<file path="src/rtl/fifo_pkg.sv">
// Shared constants and helpers for the FIFO family.
package fifo_pkg;

  localparam int DEF_DATA_WIDTH = 8;
  localparam int DEF_ADDR_WIDTH = 4;

  // Ceiling log2 for sizing counters and addresses from a depth.
  function automatic int clog2(input int v);
    int r;
    r = 0;
    while ((1 << r) < v) r++;
    return r;
  endfunction

  // Number of entries addressed by an ADDR_WIDTH-bit index.
  function automatic int fifo_depth(input int aw);
    return 1 << aw;
  endfunction

endpackage

</file>
<file path="src/rtl/fifo_ram.sv">
// Simple dual-port storage: synchronous write, registered synchronous read.
// The read data register is reset; the array itself is not.
module fifo_ram
  import fifo_pkg::*;
#(
  parameter int DATA_WIDTH = DEF_DATA_WIDTH,
  parameter int ADDR_WIDTH = DEF_ADDR_WIDTH
) (
  input  logic                  i_clk,
  input  logic                  i_rst,
  input  logic                  i_we,
  input  logic [ADDR_WIDTH-1:0] i_waddr,
  input  logic [DATA_WIDTH-1:0] i_wdata,
  input  logic                  i_re,
  input  logic [ADDR_WIDTH-1:0] i_raddr,
  output logic [DATA_WIDTH-1:0] o_rdata
);

  localparam int DEPTH = fifo_depth(ADDR_WIDTH);

  logic [DATA_WIDTH-1:0] r_mem [DEPTH];
  logic [DATA_WIDTH-1:0] r_rdata;

  // Array write; no reset so it maps onto plain RAM.
  always_ff @(posedge i_clk) begin
    if (i_we) r_mem[i_waddr] <= i_wdata;
  end

  // Registered read port; holds its value when no read is issued.
  always_ff @(posedge i_clk or posedge i_rst) begin
    if (i_rst)     r_rdata <= '0;
    else if (i_re) r_rdata <= r_mem[i_raddr];
  end

  assign o_rdata = r_rdata;

endmodule

</file>
<file path="src/rtl/sync_fifo_ctrl.sv">
// Single-clock FIFO controller: pointers, occupancy count, status flags,
// flush, and optional sticky overflow/underflow flags (macro FIFO_ERR_EN).
// Writes when full and reads when empty are dropped, never overwritten/re-read.
module sync_fifo_ctrl
  import fifo_pkg::*;
#(
  parameter int DATA_WIDTH    = DEF_DATA_WIDTH,
  parameter int ADDR_WIDTH    = DEF_ADDR_WIDTH,
  parameter int AFULL_THRESH  = 14,
  parameter int AEMPTY_THRESH = 2
) (
  input  logic                  i_clk,
  input  logic                  i_rest,
  input  logic                  i_flush,
  input  logic                  i_wen,
  input  logic [DATA_WIDTH-1:0] i_data,
  input  logic                  i_ren,
  output logic [DATA_WIDTH-1:0] o_data,
  output logic                  o_valid,
  output logic                  o_full,
  output logic                  o_empty,
  output logic                  o_afull,
  output logic                  o_aempty,
  output logic [ADDR_WIDTH:0]   o_count,
  output logic                  o_ovf,
  output logic                  o_udf
);

  localparam int                DEPTH     = fifo_depth(ADDR_WIDTH);
  localparam logic [ADDR_WIDTH:0] LP_DEPTH  = (ADDR_WIDTH+1)'(DEPTH);
  localparam logic [ADDR_WIDTH:0] LP_AFULL  = (ADDR_WIDTH+1)'(AFULL_THRESH);
  localparam logic [ADDR_WIDTH:0] LP_AEMPTY = (ADDR_WIDTH+1)'(AEMPTY_THRESH);
  localparam logic [ADDR_WIDTH:0] LP_ONE    = (ADDR_WIDTH+1)'(1);

  logic [ADDR_WIDTH:0] r_wptr, r_rptr, r_count;
  logic                r_valid;
  logic                w_full, w_empty, w_wr_ok, w_rd_ok;
  logic                w_unused_msb;

  // Flags come straight from the registered count.
  assign w_full   = (r_count == LP_DEPTH);
  assign w_empty  = (r_count == '0);
  // Flush outranks both requests; empty blocks a read even with a write pending.
  assign w_wr_ok  = i_wen & ~w_full  & ~i_flush;
  assign w_rd_ok  = i_ren & ~w_empty & ~i_flush;

  // Wrap bits are kept for the pointer format but not needed for addressing.
  assign w_unused_msb = &{1'b0, r_wptr[ADDR_WIDTH], r_rptr[ADDR_WIDTH]};

  // Pointer and occupancy update; flush returns everything to the empty state.
  always_ff @(posedge i_clk or posedge i_rest) begin
    if (i_rest) begin
      r_wptr  <= '0;
      r_rptr  <= '0;
      r_count <= '0;
    end else if (i_flush) begin
      r_wptr  <= '0;
      r_rptr  <= '0;
      r_count <= '0;
    end else begin
      if (w_wr_ok) r_wptr <= r_wptr + LP_ONE;
      if (w_rd_ok) r_rptr <= r_rptr + LP_ONE;
      case ({w_wr_ok, w_rd_ok})
        2'b10:   r_count <= r_count + LP_ONE;
        2'b01:   r_count <= r_count - LP_ONE;
        default: r_count <= r_count;
      endcase
    end
  end

  // o_valid marks a read accepted on the previous edge.
  always_ff @(posedge i_clk or posedge i_rest) begin
    if (i_rest) r_valid <= 1'b0;
    else        r_valid <= w_rd_ok;
  end

  fifo_ram #(
    .DATA_WIDTH (DATA_WIDTH),
    .ADDR_WIDTH (ADDR_WIDTH)
  ) u_ram (
    .i_clk   (i_clk),
    .i_rst   (i_rest),
    .i_we    (w_wr_ok),
    .i_waddr (r_wptr[ADDR_WIDTH-1:0]),
    .i_wdata (i_data),
    .i_re    (w_rd_ok),
    .i_raddr (r_rptr[ADDR_WIDTH-1:0]),
    .o_rdata (o_data)
  );

  assign o_valid  = r_valid;
  assign o_full   = w_full;
  assign o_empty  = w_empty;
  assign o_afull  = (r_count >= LP_AFULL);
  assign o_aempty = (r_count <= LP_AEMPTY);
  assign o_count  = r_count;

`ifdef FIFO_ERR_EN
  logic r_ovf, r_udf;

  // Sticky error flags; only reset clears them, flush does not.
  always_ff @(posedge i_clk or posedge i_rest) begin
    if (i_rest) begin
      r_ovf <= 1'b0;
      r_udf <= 1'b0;
    end else begin
      if (i_wen & w_full  & ~i_flush) r_ovf <= 1'b1;
      if (i_ren & w_empty & ~i_flush) r_udf <= 1'b1;
    end
  end

  assign o_ovf = r_ovf;
  assign o_udf = r_udf;
`else
  assign o_ovf = 1'b0;
  assign o_udf = 1'b0;
`endif

endmodule

</file>
<file path="config.mk">
export PLATFORM = sky130hd
export DESIGN_NAME = sync_fifo_ctrl
export DESIGN_NICKNAME = d
export VERILOG_FILES = /design/src/rtl/fifo_pkg.sv /design/src/rtl/fifo_ram.sv /design/src/rtl/sync_fifo_ctrl.sv
export SDC_FILE = /design/constraint.sdc
export NUM_CORES = 1
export LEC_CHECK = 0
export CORE_ASPECT_RATIO = 1.5
export CORE_UTILIZATION = 54
export DETAILED_ROUTE_END_ITERATION = 6
export PLACE_DENSITY = 0.78
export SYNTH_ARGS = -nofsm -noshare
export SYNTH_HDL_FRONTEND = slang
export SYNTH_SLANG_ARGS = --single-unit
</file>
<file path="constraint.sdc">
create_clock -name i_clk -period 2.9 [get_ports i_clk]
set_input_delay 0.87 -clock i_clk [delete_from_list [all_inputs] [get_ports i_clk]]
set_output_delay 0.87 -clock i_clk [all_outputs]
set_load 0.01 [all_outputs]
</file>
Yosys cells after proc, flatten, opt, wreduce, memory -nomap -nowiden. Memory sizes are Yosys's and may differ from the RTL's. A register that Yosys moved wholly into a read port is not among the register bits. Index checks and enable logic that the tools add are counted.

Output and inout port bits: 20. Memories: 1. Input bits: 13. Flip-flop bits (word level): 16. Bits in writable memories: 128. Logic and storage cells: 33.

Memories: u_ram.r_mem (depth 16, width 8, read ports 1, clocked after memory_dff 1, wr ports 1, line fifo_ram.sv:21) `logic [DATA_WIDTH-1:0] r_mem [DEPTH];`.

Order comparisons: 2. Equality and inequality tests: 3. Add/sub/neg operators: 4. Reduce and logical (&&, ||, !) cells: 4. Bitwise operators: 7. Muxes and demuxes: 8.

Operators with widths (count): $mux W5 (5); $add A5 B1 Y5 const B (3); $pmux W5 S2 (1); $eq A5 B5 Y1 const B (1); $ge A5 B4 Y1 const B (1); $le A5 B2 Y1 const B (1); $logic_not A5 Y1 (1); $sub A5 B1 Y5 const B (1); $and A1 B1 Y1 (4); $reduce_bool A2 Y1 (2); $not A1 Y1 (3); $reduce_bool A3 Y1 (1); $eq A2 B1 Y1 const B (1); $eq A2 B2 Y1 const B (1); $mux W1 (2).

Longest topological paths before layout. Gate-level depths: netlist of the first run.

Depth after elaboration: 7. Depth in mapped cells: 11. Gate-level depth less buffers: 10.

Modules after synthesis. A second synthesis of the first run with hierarchy kept.

Cell total of the unflattened synthesis: 345. Area, all modules: 6283.5 µm².

By module, submodules not included: fifo_ram (area an instance 5335.1 µm², cells an instance 241, instances 1, sequential area each 4043.9 µm²); sync_fifo_ctrl (area an instance 948.4 µm², cells an instance 104, instances 1, sequential area each 350.3 µm²).

Least setup slack after synthesis of the first run. No wires, ideal clock.

Path type: input-to-reg. Start point: input port i_wen. End point: register r_count[3], in the netlist o_count[3]. Data arrival time: 2.719 ns. Setup time: 0.128 ns. Stages on the path: 9. Setup slack: 0.053 ns. Cells stage by stage: a21boi_1 > or3_2 > inv_1 > ha_1 > a21o_2 > a21oi_1 > xor2_1 > nor2_1 > mux2_1.

Cells in the longest elaborated chain, start to end: 5.

RTL lines: from (decl) (line sync_fifo_ctrl.sv:15) `input logic i_wen,`; $and A1 B1 Y1 (*) (2 in a row) (line sync_fifo_ctrl.sv:44) `assign w_wr_ok = i_wen & ~w_full & ~i_flush;`; $eq A2 B1 Y1 / $eq A2 B2 Y1 (equally long branches) (line sync_fifo_ctrl.sv:63) `case ({w_wr_ok, w_rd_ok})`; $pmux W5 S2 (line sync_fifo_ctrl.sv:63); $mux W5 (line sync_fifo_ctrl.sv:56) `end else if (i_flush) begin`; to (signal assigned) (line sync_fifo_ctrl.sv:64) `2'b10: r_count <= r_count + LP_ONE;`; to (signal assigned) (line sync_fifo_ctrl.sv:65) `2'b01: r_count <= r_count - LP_ONE;`; to (signal assigned) (line sync_fifo_ctrl.sv:66) `default: r_count <= r_count;`; to (decl) (line sync_fifo_ctrl.sv:35) `logic [ADDR_WIDTH:0] r_wptr, r_rptr, r_count;`.

Every way passes the cells marked *; elsewhere a longest branch is shown, timed or not. A chain may end at the register's enable or synchronous reset.

Final worst setup path of the first run.
Start point: register r_count[4], in the netlist o_count[4]. End point: output port o_aempty.

Cells in the longest elaborated chain, start to end: 1.

RTL lines: $le A5 B2 Y1 (line sync_fifo_ctrl.sv:95) `assign o_aempty = (r_count <= LP_AEMPTY);`; to (decl) (line sync_fifo_ctrl.sv:23) `output logic o_aempty,`.

No other way between the ends.

==> summary.md, run 1 <==
| Metric | Value |
|---|---|
| CP Max Fanout | 9 |
| Via density per instance | 5.790 |
| Final count of hold timing violations | 0 |
| Die Area | approximately 12000 um^2 |
| Startpoint of the worst-slack reg-to-reg timing path | o_count[3]$_DFFE_PP0P_ |
| Via count of the routed design | 3248 |
| Number of search-and-repair iterations in the first detailed-routing pass | 4 |
| Path category of the worst min-delay check | flop to flop |
| Instance area at placement | approximately 6800 um^2 |
| Gate family responsible for the most delay along the worst path | buffers and inverters |
| Number of I/O port buffers | 30 |
| Initial antenna violation count | 0 |
| Maximum cell stage delay along the critical path | 0.59 ns |
| Data required time of the worst path | 2.03 ns |
| Total Negative Setup Slacks | 0 ns |
| List of cells traversed by the critical path | a2111oi_2 > clkdlybuf4s50_1 |
| Commonest cells after routing, fill and taps aside | edfxtp_1 (128), nor2_1 (32), mux4_2 (32), buf_4 (32), clkdlybuf4s50_1 (28) |
| Worst Max-Slew Pin Slew | about 0.6 ns |
| Clock tree sinks | 150 |
| Placed wire-length estimate | 7581 um |
| Worst Skew | around 0.0083 ns |
| Setup slack of the most critical reg-to-reg path | around 0.13 ns |
| Total of warnings raised by yosys | 0 |
| Number of design rule violations left after detail routing | 0 |
| Critical path startpoint | o_count[4]$_DFFE_PP0P_ |
| Final setup fails | 0 |
| Number of global-route vias before repair | 3303 |
| Count of antenna diodes in the layout | 0 |
| Clock Path Buffers | 2 |
| Crit path arrival time | between 1.5 and 2 ns |
| Area of all placed cells without fillers | between 7000 and 8000 um^2 |
| Area overhead of the layout relative to synthesis | 20.39% |
| Die X | ~90 um |
| VDD IR max | between 0.5 and 0.6 mV |
| Netlist cell types | 43 |
| Master cell of the clock root buffer | clkbuf_16 |
| Synth async-reset ratio | 0.1467 |
| Minimum period implied by the final worst setup slack | between 2 and 3 ns |
| Top cells by area in the synthesized netlist | edfxtp_1 (62%), mux4_2 (12%), dfrtp_1 (8.9%), mux2i_1 (2.9%), nor2_1 (2.0%) |
| Global-route usage over all layers | 0.2139 |
| Count of buffering cells on the critical path with inverters included | 1 |
| End point of the critical path | o_aempty |
| Number of buffers added to fix hold violations after cts | 0 |
| Number of logic stages on the critical path including buffering | 2 |
| Layout cells sized above 1 | 0.2923 |
| Post-Place Cells | 526 |
| Worst-path cell with the longest stage delay | clkdlybuf4s50_1 |
| Global-route wire length before repair | between 15000 and 20000 um |
| Worst setup path class | flop to output pin |
| Hold Startpoint | u_ram.o_rdata[6]$_DFFE_PP0P_ |
| Outcome | finished, final reports clean |
| Gate count of the mapped netlist | ~340 |
| Total of max-cap violations | 0 |
| Critical Path Source Type | flop |
| Post-route clock period utilization | 0.9581 |
| Clock slew at reported path FFs | around 0.060 ns |
| Part of the Yosys area used for sequential elements | 0.7084 |
| Kind of end point of the critical path | output pin |
| CTS Buf Count | 17 |
| Row count | 47 |
| Cell taking the most area after synthesis | edfxtp_1 |
| Number of design-rule violations left by the first detailed-router iteration | 182 |
| Maximum clock rate | 359.9 MHz |
| Core region area | about 11000 um^2 |
| Detail Route Antenna Nets | 0 |
| R2R Path End | o_count[3]$_DFFE_PP0P_ |
| EDFF count, synth | roughly 130 |
| Setup repair after global routing missed its margin | no |
| H-tree Lvls | 4 |
| Max-slew headroom | 0.6065 |
| Slew Viols, Final | 0 |
| Wire length per cell | about 21 um |
| Clock tree from TritonCTS | done |
| # IOs | 33 |
| Layout Nets | 423 |
| Seq cells post-synth | 150 |
| Total grt overflow | 0 |
| Most common flop cell mapped by yosys | edfxtp_1 |
| Leak pwr | around 2.6 nW |
| Mapped cell area | 6203 um^2 |
| Final Non-Filler Cells | between 500 and 600 |
| Power density over the cells | between 800 and 900 nW/um^2 |
| Clock insertion delay at the later pin of the skew report | between 0.4 and 0.5 ns |
| Most frequent standard cell in the layout excluding fill and tap cells | edfxtp_1 |
| Synthesized area divided by synthesized cell count | approximately 18 um^2 |
| Final GP Congestion | about 0.79 |
| Number of cells on the worst reg-to-reg path | 11 |
| Largest net degree at the start of global routing | 36 |
| Initial core utilization | 0.5581 |
| Top-area cell type share of the netlist area | 0.6196 |
| Final worst hold slack | 0.4955 ns |
| Chip Height | 133.3 um |
| Routed wire length | around 12000 um |
power by group:
group | switching [mW] | total (mW) | internal, mW
combinational | 0.699 | 1.57 | 0.873
clock | 0.846 | 2.13 | 1.28
sequential | 0.177 | 2.65 | 2.47
worst min-delay path by stage:
stage	end	slack (ns)	cells past startpoint
finish	u_ram.o_rdata[6]$_DFFE_PP0P_	0.50	2
global route	u_ram.o_rdata[6]$_DFFE_PP0P_	0.52	2
CTS	u_ram.o_rdata[6]$_DFFE_PP0P_	0.50	2
detailed placement	u_ram.o_rdata[5]$_DFFE_PP0P_	0.48	2
global placement	u_ram.o_rdata[6]$_DFFE_PP0P_	0.48	2
floorplan	u_ram.o_rdata[0]$_DFFE_PP0P_	0.53	2
flip-flops by register name, summed over array words and instances (netlist names):
signal	cells
o_count	5
o_valid	1
r_rptr	4
r_wptr	4
u_ram.o_rdata	8
u_ram.r_mem	128
routing by layer:
layer,up-vias,track usage,part of all wire
met2,86,0.3681,0.55
met3,9,0.03903,0.035
met5,-,0,0
met4,0,0.06966,0.0096
li1,1451,-,-
met1,1702,0.2714,0.41
per-stage QoR:
step                      worst slack (ns)  power [mW]  utilization
after floorplan                    0.05320       3.650            -
after global placement             -0.3753       4.153       0.6147
after detailed placement           -0.5205       4.199       0.6147
after CTS                          0.01061       6.372       0.6694
after global routing               0.01790       6.623       0.6720
final                               0.1216       6.346       0.6720
cells by family after synthesis:
| family | count (synthesis) | share of synthesized area |
|---|---|---|
| flip-flops | 150 | 0.7084 |
| buffers and inverters | 28 | 0.02279 |
| adder cells (fa/ha/maj) | 9 | 0.01936 |
| AND/OR/NAND/NOR | 65 | 0.04922 |
| multiplexers | 54 | 0.1525 |
| XOR/XNOR | 6 | 0.008471 |
| AO/OA/AOI/OAI | 23 | 0.03873 |
| other | 1 | 0.0006045 |
final cells by class:
cell class / count / area [um^2]
repair buffers: 63 / 558.0
clock buffers: 19 / 432.9
clock inverters: 13 / 147.6
multi-input cells: 159 / 1708
well taps: 147 / 183.9
inverters: 10 / 42.54
flip-flops and latches: 150 / 4395
fillers: 695 / 3646
Yosys cell counts, types with 2 or more instances:
library cell / instances
buf_6: 2
clkbuf_1: 5
xor2_1: 4
dfrtp_1: 22
edfxtp_1: 128
mux2i_1: 18
ha_1: 8
buf_4: 2
inv_1: 9
mux4_2: 32
o221ai_2: 8
nor2_1: 33
mux2_1: 4
nor2b_1: 2
buf_1: 2
nand2_1: 14
buf_2: 7
nand3_1: 4
or3_2: 3
a21oi_1: 3
o21ai_0: 3
xnor2_1: 2
worst register-to-register path: stages (launching register included):
cell,delay (ns)
dfrtp_1,0.47
or4_4,0.55
buf_4,0.16
o21ai_4,0.12
or3_4,0.16
inv_2,0.05
ha_1,0.26
a21o_2,0.21
a21oi_1,0.17
xor2_1,0.17
nor2_1,0.05
mux2_1,0.29
repair_timing:
action	CTS	global route
setup buffers	3	0
gates resized for setup	6	6
endpoints found under the setup margin	5	3
pin swaps	1	1
endpoints found under the hold margin	0	0
No activity file was read; power rests on OpenSTA's default activity.
==> inputs of run 2 (changes only) <==
Settings changed: REMOVE_ABC_BUFFERS set to 1.
==> summary.md, run 2 (synthesis gave the netlist of run 1 again) <==
| Metric | Value |
|---|---|
| Total grt overflow | 0 |
| Critical Path Source Type | flop |
| Worst Max-Slew Pin Slew | 0.7262 ns |
| Gate family responsible for the most delay along the worst path | simple AND/OR/NAND/NOR gates |
| H-tree Lvls | 4 |
| Initial core utilization | 0.5581 |
| # IOs | 33 |
| Maximum cell stage delay along the critical path | about 0.59 ns |
| Post-route total power | 6.461 mW |
| Count of antenna diodes in the layout | 0 |
| Via density per instance | 5.734 |
| Final count of hold timing violations | 0 |
| Area overhead of the layout relative to synthesis | 21.20% |
| Initial antenna violation count | 0 |
| Largest Register | u_ram.r_mem |
| Area of all placed cells without fillers | about 7500 um^2 |
| Clock tree sinks | 150 |
| Number of buffers added to fix hold violations after cts | 0 |
| Number of global-route vias before repair | roughly 3500 |
| Core region area | ~11000 um^2 |
| CP Max Fanout | 7 |
| Most frequent standard cell in the layout excluding fill and tap cells | edfxtp_1 |
| Crit path arrival time | roughly 3 ns |
| Worst-path cell with the longest stage delay | or4_4 |
| Number of search-and-repair iterations in the first detailed-routing pass | 4 |
| Flip-flop count of the largest register, all copies and words added | between 100 and 150 |
| Number of design rule violations left after detail routing | 0 |
| Chip Height | between 100 and 150 um |
| List of cells traversed by the critical path | or4_4 > buf_4 > o21ai_4 > or3_4 > inv_2 > ha_1 > a21o_2 > a21oi_1 > xor2_1 > nor2_1 > mux2_1 |
| Die Area | 11930 um^2 |
| Layout Nets | around 430 |
| Leak pwr | 2.594 nW |
| Minimum period implied by the final worst setup slack | 2.748 ns |
| Row count | 47 |
| Instance area at placement | slightly below 7000 um^2 |
| Number of design-rule violations left by the first detailed-router iteration | 153 |
| Outcome | finished, final reports clean |
| Global-route usage over all layers | 0.2330 |
| Total of max-cap violations | 0 |
| Commonest cells after routing, fill and taps aside | edfxtp_1 (128), buf_4 (35), nor2_1 (32), mux4_2 (32), clkdlybuf4s50_1 (27) |
| Power density over the cells | between 800 and 900 nW/um^2 |
| Detail Route Antenna Nets | 0 |
| CTS Buf Count | 17 |
| Master cell of the clock root buffer | clkbuf_16 |
| Clock insertion delay at the later pin of the skew report | 0.41 ns |
| Die X | 89.52 um |
| Fill cell total of the finished layout | between 700 and 800 |
| Post-route clock period utilization | 0.9475 |
| Count of buffering cells on the critical path with inverters included | 2 |
| Layout cells sized above 1 | 0.2998 |
| Number of I/O port buffers | 30 |
| Slew Viols, Final | 0 |
| Kind of end point of the critical path | flop |
| Routed wire length | 12210 um |
| Clock tree from TritonCTS | done |
| Final setup fails | 0 |
| Worst Skew | ~0.0079 ns |
| Largest net degree at the start of global routing | 36 |
| Maximum clock rate | about 360 MHz |
| Clock Path Buffers | 2 |
| Data required time of the worst path | ~3.2 ns |
| Wire length per cell | 21.65 um |
| Max-slew headroom | 0.5159 |
| Setup repair after global routing missed its margin | no |
| Worst setup path class | flop to flop |
| Global-route wire length before repair | slightly below 20000 um |
| Clock slew at reported path FFs | ~0.06 ns |
| VDD IR max | ~0.47 mV |
| Via count of the routed design | approximately 3200 |
| Path category of the worst min-delay check | flop to flop |
| Final GP Congestion | about 0.80 |
| Placed wire-length estimate | 8003 um |
-- run 2: cell count changes in the layout (fill, tap and decap cells not counted), moves of 2 or more --
cell,before,now
dfrtp_1,21,19
dfrtp_2,1,3
buf_4,32,35
clkbuf_8,0,3
-- run 2: where the power goes --
| part | leakage [nW] | switching (mW) | internal, mW |
|---|---|---|---|
| Sequential | 1.44 | 0.133 | 2.48 |
| Clock | 0.297 | 0.825 | 1.43 |
| Combinational | 0.861 | 0.750 | 0.848 |
| Total | 2.59 | 1.71 | 4.75 |
-- run 2: what timing repair did --
item / CTS / global route
setup endpoints to repair: 3 / 3
setup buffers: 2 / 0
resized for setup: 6 / 6
pin swaps: 1 / 1
-- run 2: worst paths after layout --
kind,start,cells past startpoint,slack [ns],to
worst max-delay path,o_count[1]$_DFFE_PP0P_,11,0.15,o_count[3]$_DFFE_PP0P_
worst min-delay path,u_ram.o_rdata[6]$_DFFE_PP0P_,2,0.51,u_ram.o_rdata[6]$_DFFE_PP0P_
worst max register to register,o_count[1]$_DFFE_PP0P_,11,0.15,o_count[3]$_DFFE_PP0P_
worst min register to register,u_ram.o_rdata[6]$_DFFE_PP0P_,2,0.51,u_ram.o_rdata[6]$_DFFE_PP0P_
max in group asynchronous,i_rest,3,1.82,r_rptr[0]$_DFFE_PP0P_
min in group asynchronous,i_rest,3,0.81,u_ram.o_rdata[1]$_DFFE_PP0P_
-- run 2: routing by layer --
metal | routed length, um | global-route usage | vias to the layer above
met5 | 0 | 0 | -
met4 | 310 | 0.09788 | 0
met3 | 393 | 0.05143 | 23
met2 | 6791 | 0.4008 | 84
met1 | 4714 | 0.2786 | 1682
li1 | - | - | 1445
-- run 2: area by class of cell --
| cell class | instances | area, um^2 | share of cell area |
|---|---|---|---|
| sequential | 150 | 4398 | 0.5850 |
| clock inverter | 10 | 145.1 | 0.01930 |
| tap | 147 | 183.9 | 0.02446 |
| multi-input combinational | 159 | 1692 | 0.2250 |
| clock buffer | 22 | 474.2 | 0.06307 |
| timing repair buffer | 66 | 583.1 | 0.07755 |
| inverter | 10 | 42.54 | 0.005658 |
-- run 2: tightest hold or removal path, cell delays in order (launching register included) --
cell and delay [ns]:
dfrtp_1 0.35, nand2_1 0.07, o221ai_2 0.05
-- run 2: stage by stage --
step | cells | hold slack (ns) | TNS (ns) | utilization | setup WS [ns]
after floorplan | 319 | 0.5302 | 0 | - | 0.05052
after global placement | 530 | 0.4778 | -0.7786 | 0.6174 | -0.3621
after detailed placement | 530 | 0.4862 | -0.9503 | 0.6174 | -0.4396
after CTS | 564 | 0.4990 | 0 | 0.6750 | 0.02789
after global routing | 564 | 0.5382 | 0 | 0.6765 | 0.01304
final | 564 | 0.5073 | 0 | 0.6765 | 0.1522
